--- src/rtl/alu_seq_pkg.sv ---
// Shared definitions for the ALU command sequencer and the 4-bit ALU datapath.
package alu_seq_pkg;

    localparam int ALU_W = 4;

    localparam logic [1:0] OP_ADD = 2'b00;
    localparam logic [1:0] OP_SUB = 2'b01;
    localparam logic [1:0] OP_AND = 2'b10;
    localparam logic [1:0] OP_OR  = 2'b11;

    typedef logic [1:0] alu_seq_state_t;

    localparam alu_seq_state_t ST_IDLE = 2'd0;
    localparam alu_seq_state_t ST_EXEC = 2'd1;
    localparam alu_seq_state_t ST_RESP = 2'd2;

endpackage

--- src/rtl/alu_4bit.sv ---
// Combinational 4-bit ALU: add/sub wrap modulo 2^ALU_W, no carry or borrow out.
module alu_4bit
    import alu_seq_pkg::*;
(
    input  logic [ALU_W-1:0] a,
    input  logic [ALU_W-1:0] b,
    input  logic [1:0]       op,
    output logic [ALU_W-1:0] result,
    output logic             zero
);

    always_comb begin
        result = '0;
        case (op)
            OP_ADD:  result = a + b;
            OP_SUB:  result = a - b;
            OP_AND:  result = a & b;
            OP_OR:   result = a | b;
            default: result = '0;
        endcase
    end

    assign zero = (result == '0);

endmodule

--- src/rtl/alu_op_sequencer.sv ---
// Valid/ready front-end around alu_4bit: accept, execute one cycle, hold response.
// Optional accumulator operand source is enabled by defining ALU_SEQ_ACC_EN.
module alu_op_sequencer
    import alu_seq_pkg::*;
#(
    parameter int W = ALU_W
) (
    input  logic         clk,
    input  logic         rst,
    input  logic         cmd_valid,
    output logic         cmd_ready,
    input  logic [1:0]   cmd_op,
    input  logic [W-1:0] cmd_a,
    input  logic [W-1:0] cmd_b,
    input  logic         cmd_use_acc,
    output logic         rsp_valid,
    input  logic         rsp_ready,
    output logic [W-1:0] rsp_result,
    output logic         rsp_zero,
    output logic [7:0]   op_count
);

    alu_seq_state_t state;
    logic [1:0]     op_reg;
    logic [W-1:0]   a_reg;
    logic [W-1:0]   b_reg;
    logic [W-1:0]   a_sel;
    logic [W-1:0]   alu_result;
    logic           alu_zero;

    alu_4bit u_alu (
        .a      (a_reg),
        .b      (b_reg),
        .op     (op_reg),
        .result (alu_result),
        .zero   (alu_zero)
    );

    // Ready is held low while reset is asserted so nothing is accepted in that cycle.
    assign cmd_ready = (state == ST_IDLE) && !rst;
    assign rsp_valid = (state == ST_RESP);

`ifdef ALU_SEQ_ACC_EN
    logic [W-1:0] acc;

    assign a_sel = cmd_use_acc ? acc : cmd_a;

    always_ff @(posedge clk) begin
        if (rst) begin
            acc <= '0;
        end else if (state == ST_EXEC) begin
            acc <= alu_result;
        end
    end
`else
    logic unused_use_acc;

    assign a_sel          = cmd_a;
    assign unused_use_acc = cmd_use_acc;
`endif

    always_ff @(posedge clk) begin
        if (rst) begin
            state      <= ST_IDLE;
            op_reg     <= '0;
            a_reg      <= '0;
            b_reg      <= '0;
            rsp_result <= '0;
            rsp_zero   <= 1'b0;
            op_count   <= '0;
        end else begin
            case (state)
                ST_IDLE: begin
                    if (cmd_valid) begin
                        op_reg <= cmd_op;
                        a_reg  <= a_sel;
                        b_reg  <= cmd_b;
                        state  <= ST_EXEC;
                    end
                end
                ST_EXEC: begin
                    rsp_result <= alu_result;
                    rsp_zero   <= alu_zero;
                    state      <= ST_RESP;
                end
                ST_RESP: begin
                    if (rsp_ready) begin
                        op_count <= op_count + 8'd1;
                        state    <= ST_IDLE;
                    end
                end
                default: state <= ST_IDLE;
            endcase
        end
    end

endmodule
--- config.mk ---
export PLATFORM = sky130hd
export DESIGN_NAME = alu_op_sequencer
export DESIGN_NICKNAME = d
export VERILOG_FILES = /design/src/rtl/alu_seq_pkg.sv /design/src/rtl/alu_4bit.sv /design/src/rtl/alu_op_sequencer.sv
export SDC_FILE = /design/constraint.sdc
export NUM_CORES = 1
export LEC_CHECK = 0
export ABC_AREA = 1
export BUFFER_PORTS_ARGS = -buffer_cell sky130_fd_sc_hd__buf_2
export CAP_MARGIN = 20
export CORE_MARGIN = 2
export CORE_UTILIZATION = 56
export CTS_CLUSTER_DIAMETER = 60
export DETAILED_ROUTE_END_ITERATION = 10
export GPL_TIMING_DRIVEN = 0
export PLACE_DENSITY_LB_ADDON = 0.15
export SKIP_LAST_GASP = 1
export SYNTH_ARGS = -nofsm -noshare
export SYNTH_HDL_FRONTEND = slang
export SYNTH_SLANG_ARGS = --single-unit
--- constraint.sdc ---
create_clock -name clk -period 4.6 [get_ports clk]
set_clock_uncertainty 0.2 [all_clocks]
set_input_delay 0.69 -clock clk [delete_from_list [all_inputs] [get_ports clk]]
set_output_delay 0.69 -clock clk [all_outputs]
set_load 0.01 [all_outputs]
==> results.json, run 1 <==
{
  "clk_pin_slew_ns": 0.14,
  "synth_top_flop_cell": "dfxtp_1",
  "stdcell_count": 225,
  "post_drt_wl_per_cell_um": 12.2,
  "drv_cap": 0,
  "n_antenna_cell": 0,
  "finalHoldViolCount": 0,
  "crit_slowest_cell": "fa_1",
  "tightestPinTransition_ns": 0.438,
  "dp_cells": 221,
  "grt_pass1_wl_mm": 4.62,
  "pwr-share-clk": 0.229,
  "cts_setup_buffers": 0,
  "cts_buffer_depth": 2,
  "yosysUniqueCellTypes": 28,
  "worstSkewPairLatency_ns": 0.33,
  "relSlewSlack": 0.708,
  "grt.overflow.total": 0,
  "hpwl_mm": 2.15,
  "antenna_found_initial": 0,
  "slew_viol_final": 0,
  "synth_edf_count": 0,
  "status": "completed",
  "cts-buffers-inserted": 3,
  "syn_inst": 165,
  "swShare": 0.326,
  "crit_family": "adder cells",
  "ys_async_sr_fraction": 0,
  "track_usage": 0.233,
  "path_common_cell": "nand2_1",
  "start_util": 0.583,
  "cts_tree": "yes",
  "grt_max_degree": 16,
  "cts_resized": 0,
  "cp_num_buf_inv": 1,
  "p_int_uw": 307,
  "dieArea_um2": 2650,
  "setup-violations-final": 0,
  "rsz0062_at_grt": "false",
  "cts_root_buf": "clkbuf_4",
  "drc": 0,
  "fin_crit_ns": 2.41,
  "htreeDepth": 1,
  "arrival_ns": 2.43,
  "drt_iter0_markers": 34,
  "grt_pass1_vias": 1087,
  "fin_crit_sh": 0.525,
  "ys_seq_elements": 25,
  "largest_reg_flops": 8,
  "syn-num-nets": 188,
  "avgSynthCellArea_um2": 7.67,
  "irDropWorstVdd_mv": 0.258,
  "io_pins": 30,
  "layout-drive-gt1-share": 0.208,
  "crit_type": "flop to flop",
  "critPathLaunchType": "flop",
  "drt-total-wl_mm": 2.74,
  "ys.warnings.count": 0,
  "cts.sinks": 25,
  "hold_buffers": 0,
  "critPathCaptureType": "flop",
  "final_nets": 221,
  "die_h_um": 51.5,
  "top_register": "op_count",
  "p_switching_uw": 148,
  "seq_area_frac_synth": 0.396,
  "place.gp.congestion": 0.830,
  "firstDrtPassIters": 4,
  "fmaxAchievable_mhz": 414,
  "die_w_um": 51.5,
  "powerDensity_nw_per_um2": 310,
  "fin_setup_tns_ns": 0,
  "coreArea_um2": 2170,
  "row_count": 17,
  "p_comb_frac": 0.241,
  "portBuffers": 28,
  "netlist_area_um2": 1260,
  "critPathMaxFanout": 4,
  "p_leak_uw": 0.000722,
  "num_vias": 1181,
  "max_stage_delay_ns": 0.47,
  "cp_cell_sequence": "inv_1 -> ha_1 -> nand2_1 -> o21ai_0 -> fa_1 -> or2_2 -> nand3_1 -> nor2_1 -> nand2_1 -> nor2_1 -> nand2_1 -> a21oi_1",
  "area_growth_pct": 16.2,
  "power_frac_seq": 0.530,
  "ant_nets": 0,
  "vias_per_cell": 5.25,
  "worstPathRequired_ns": 4.62,
  "hold_class": "flop to flop"
}
## worst paths after layout
check	start	to	cells after the start	slack, ns
worst max-delay path	b_reg[0]	rsp_zero	12	2.19
worst max register to register	b_reg[0]	rsp_zero	12	2.19
worst min register to register	rsp_zero	rsp_zero	2	0.28
worst min-delay path	rsp_zero	rsp_zero	2	0.28
## tightest hold or removal path: cells and delay by family (launching register included)
kind	cells	cell delay, ns
flip-flops	1	0.33
AND/OR/NAND/NOR	1	0.06
AO/OA/AOI/OAI	1	0.06
## per-stage QoR
step	utilization	setup WS (ns)	hold WS [ns]	total power (uW)	area, um^2
detailed placement	0.664	2.20	0.266	355	1440
global placement	0.664	2.23	0.254	349	1440
floorplan	-	2.37	0.270	323	1260
CTS	0.678	2.18	0.285	457	1470
global route	0.678	2.04	0.311	481	1470
finish	0.678	2.19	0.283	456	1470
## cells by family (layout without fill, tap and decap cells)
family	count (synthesis)	count (layout)	share of synthesized area
compound gates	40	40	0.170
fa+ha+maj	8	8	0.0851
flops	25	25	0.396
buf+inv	24	56	0.0722
xor+xnor	6	6	0.0415
simple gates	62	62	0.235
## per-layer routing
| metal | GRT usage | vias to the layer above | routed length [um] |
|---|---|---|---|
| met5 | 0 | - | 0 |
| met4 | 0.0921 | 0 | 47 |
| met3 | 0.0287 | 5 | 142 |
| met2 | 0.417 | 32 | 1370 |
| met1 | 0.283 | 539 | 1180 |
| li1 | - | 605 | - |
## power by group through the flow
stage	Combinational (uW)	Sequential, uW	Clock [uW]
detailed placement	108	246	0
global route	124	244	113
CTS	109	242	106
global placement	104	245	0
floorplan	77.4	245	0
finish	110	241	104
## Yosys cell counts, drive strengths merged, types with 2 or more instances
| master | n | area (um^2) |
|---|---|---|
| ha | 7 | 87.6 |
| nor2 | 25 | 109 |
| nand3 | 9 | 45.0 |
| o21ai | 19 | 95.1 |
| inv | 21 | 78.8 |
| nand4 | 2 | 18.8 |
| clkbuf | 2 | 7.51 |
| nor3 | 2 | 21.3 |
| xor2 | 5 | 43.8 |
| nand2 | 22 | 90.1 |
| a21oi | 16 | 80.1 |
| dfxtp | 25 | 500 |
## cell type report
type | instances | area (um^2)
Tap cell | 28 | 35.0
Timing Repair Buffer | 28 | 140
Clock inverter | 1 | 7.51
Multi-Input combinational cell | 116 | 673
Inverter | 21 | 78.8
Fill cell | 206 | 699
Clock buffer | 3 | 22.5
Buffer | 3 | 12.5
Sequential cell | 25 | 500
## cell usage in the layout (no fill, tap or decap), types with 2 or more instances in the layout
cell type and n:
nand3_1 9, nor2_4 2, clkbuf_1 2, inv_1 20, nand2_1 21, ha_1 7
buf_2 29, clkbuf_4 3, a21oi_1 16, xor2_1 5, o21ai_0 18, nor2_1 23
dfxtp_1 25
(Power assumes the default switching activity.)
==> run 2: changes to the inputs <==
--- a/config.mk
+++ b/config.mk
@@ -5,11 +5,11 @@
 export SDC_FILE = /design/constraint.sdc
 export NUM_CORES = 1
 export LEC_CHECK = 0
-export ABC_AREA = 1
+export ABC_AREA = 0
 export BUFFER_PORTS_ARGS = -buffer_cell sky130_fd_sc_hd__buf_2
 export CAP_MARGIN = 20
 export CORE_MARGIN = 2
-export CORE_UTILIZATION = 56
+export CORE_UTILIZATION = 48
 export CTS_CLUSTER_DIAMETER = 60
 export DETAILED_ROUTE_END_ITERATION = 10
 export GPL_TIMING_DRIVEN = 0
==> constraint.sdc (replaced) <==
create_clock -name clk -period 2.18 [get_ports clk]
set_clock_uncertainty 0.2 [all_clocks]
set_input_delay 0.327 -clock clk [delete_from_list [all_inputs] [get_ports clk]]
set_output_delay 0.327 -clock clk [all_outputs]
set_load 0.01 [all_outputs]
==> results.json, run 2 <==
{
  "ys_seq_elements": 25,
  "coreArea_um2": 2780,
  "dp_cells": 227,
  "hold_class": "primary input to flop",
  "drc": 0,
  "synth_simple_gate_area_frac": 0.271,
  "cts-buffers-inserted": 3,
  "yosys.area.top_type_share": 0.355,
  "ant_nets": 0,
  "setup_ws_ns": -0.263,
  "drt-total-wl_mm": 3.05,
  "synth.area.top_cells": "dfxtp_1 (35%), nand2_1 (7.5%), ha_1 (6.2%)",
  "synth_edf_count": 0,
  "drv_cap": 0,
  "powerDensity_nw_per_um2": 580,
  "cts.sinks": 25,
  "grt_util_met3": 0.0335,
  "num_vias": 1226,
  "critPathCaptureType": "flop",
  "crit_type": "flop to flop",
  "yosysUniqueCellTypes": 37,
  "seq_area_frac_synth": 0.355,
  "postLayoutCoreUtil": 0.623,
  "grt_util_met2": 0.360,
  "start_util": 0.507,
  "antenna_found_initial": 0,
  "cts_root_buf": "clkbuf_4",
  "hpwl_mm": 2.20,
  "worstPathRequired_ns": 2.21,
  "avgSynthCellArea_um2": 8.34,
  "r2r_setup_slack_ns": -0.26,
  "track_usage": 0.195,
  "use_met1": 0.240,
  "dieArea_um2": 3390,
  "status": "finished, violations left",
  "r2r-end": "rsp_result[3]",
  "synth-compound-area-share": 0.0994,
  "area_growth_pct": 22.8,
  "rsz0062_at_grt": "true",
  "arrival_ns": 2.48,
  "netlist_area_um2": 1410,
  "final_nets": 230,
  "place.gp.congestion": 0.756,
  "layout-drive-gt1-share": 0.301,
  "post-synth-top-count-cell": "nand2_1",
  "fin_crit_sh": 1.12,
  "slew_viol_final": 0,
  "top_register": "op_count",
  "ys_top_cells_by_count": "nand2_1 (28), dfxtp_1 (25), nor2_1 (22)",
  "mostFrequentLayoutCells": "buf_2 (29), nand2_1 (27), dfxtp_1 (22)",
  "busiest_layer": "met2",
  "finalHoldViolCount": 0,
  "irDropWorstVdd_mv": 0.528,
  "largest_reg_flops": 8,
  "worstSkewPairLatency_ns": 0.32,
  "cts_tree": "yes",
  "crit_end": "rsp_result[3]",
  "die_w_um": 58.2,
  "grt.overflow.total": 0,
  "ys_async_sr_fraction": 0,
  "power_uw": 1000,
  "grt_max_degree": 15,
  "io_pins": 30,
  "syn_inst": 169,
  "failed_checks": "setup timing",
  "synth.mux.area_fraction": 0.0497,
  "critPathMaxFanout": 7,
  "portBuffers": 27,
  "fin_crit_ns": 2.44,
  "synth_top_family_by_area": "simple AND/OR/NAND/NOR gates",
  "n_antenna_cell": 0,
  "netlist.top_cell.by_area": "dfxtp_1",
  "cts_buffer_depth": 2,
  "post_drt_wl_per_cell_um": 12.9,
  "syn-num-nets": 192,
  "startpoint": "b_reg[1]",
  "synth_top_flop_cell": "dfxtp_1",
  "die_h_um": 58.2,
  "ys.warnings.count": 0,
  "grt_pass1_vias": 1189,
  "firstDrtPassIters": 4,
  "drt_iter0_markers": 74,
  "grt_pass1_wl_mm": 5.08,
  "setup-violations-final": 2,
  "vias_per_cell": 5.17,
  "critPathLaunchType": "flop",
  "tightestPinTransition_ns": 0.491,
  "htreeDepth": 1,
  "r2r_cells": 12,
  "worstReg2RegStart": "b_reg[1]",
  "row_count": 19,
  "synthAdderAreaFrac": 0.0834,
  "p_leak_uw": 0.000752,
  "relSlewSlack": 0.673,
  "fmaxAchievable_mhz": 409,
  "clk_pin_slew_ns": 0.15,
  "stdcell_count": 237,
  "final_common_cell": "buf_2",
  "synth-xor-area-share": 0.0621
}
==> run 2: cell count changes in the layout (fill, tap and decap cells not counted), moves of 3 or more <==
cell / before / now
inv_1: 20 / 6
mux2i_1: 0 / 7
o21ai_0: 18 / 2
nand3_1: 9 / 3
dfxtp_1: 25 / 22
buf_4: 0 / 5
nand2_1: 21 / 27
a21oi_1: 16 / 12
and2_1: 0 / 5
buf_6: 0 / 3
==> run 2: kinds of logic after synthesis <==
family / Yosys count
mux: 7
buf+inv: 18
compound gates: 23
flops: 25
simple gates: 77
xor+xnor: 10
fa+ha+maj: 9
==> run 2: critical path: stages, from the launching register on <==
cell       delay [ns]
dfxtp_4          0.39
inv_4            0.04
ha_4             0.26
nand2_2          0.04
o21ai_2          0.06
inv_1            0.05
ha_1             0.26
nand2b_1         0.11
o2bb2ai_4        0.18
mux2i_1          0.22
a31oi_1          0.11
a211o_1          0.30
and2_1           0.14
==> run 2: cell type report <==
class	count	area, um^2
Fill cell	253	1050
Tap cell	31	38.8
Buffer	10	82.6
Clock buffer	3	22.5
Multi-Input combinational cell	126	858
Sequential cell	25	509
Inverter	8	32.5
Clock inverter	1	5.00
Timing Repair Buffer	33	183
==> run 2: what timing repair did <==
action	4_1_cts	5_1_grt
pin swaps	4	5
setup endpoints to repair	3	4
resized for setup	6	5
endpoints found under the hold margin	2	0
buffers inserted	4	1
hold buffers	1	0
==> run 2: per-layer routing <==
layer | part of all wire | wire [um]
met1 | 0.46 | 1400
met5 | 0 | 0
met2 | 0.50 | 1540
met3 | 0.032 | 99
met4 | 0.0039 | 12
==> run 2: report_power, final <==
| group | internal [uW] | total, uW | switching (uW) |
|---|---|---|---|
| Combinational | 138 | 295 | 157 |
| Clock | 68.6 | 213 | 144 |
| Sequential | 478 | 496 | 18.0 |
==> run 2: worst min path at each step <==
stage                     startpoint       end  slack [ns]  depth (start not counted)
final                      cmd_valid  state[0]        0.02                          2
after detailed placement    a_reg[0]  a_reg[0]        0.27                          2
after floorplan            cmd_valid  state[0]        0.25                          1
after CTS                   cmd_b[1]  b_reg[1]        0.02                          3
after global routing        cmd_a[0]  a_reg[0]        0.02                          3
after global placement      rsp_zero  rsp_zero        0.26                          2
==> run 2: stage by stage <==
step                hold WS, ns  instance area (um^2)  setup TNS [ns]  worst slack (ns)
floorplan                 0.249                  1430          -0.273            -0.165
global placement          0.261                  1610          -0.521            -0.291
detailed placement        0.274                  1610          -0.634            -0.345
CTS                      0.0245                  1700          -0.515            -0.273
global route             0.0155                  1730          -0.792            -0.401
finish                   0.0230                  1730          -0.478            -0.263
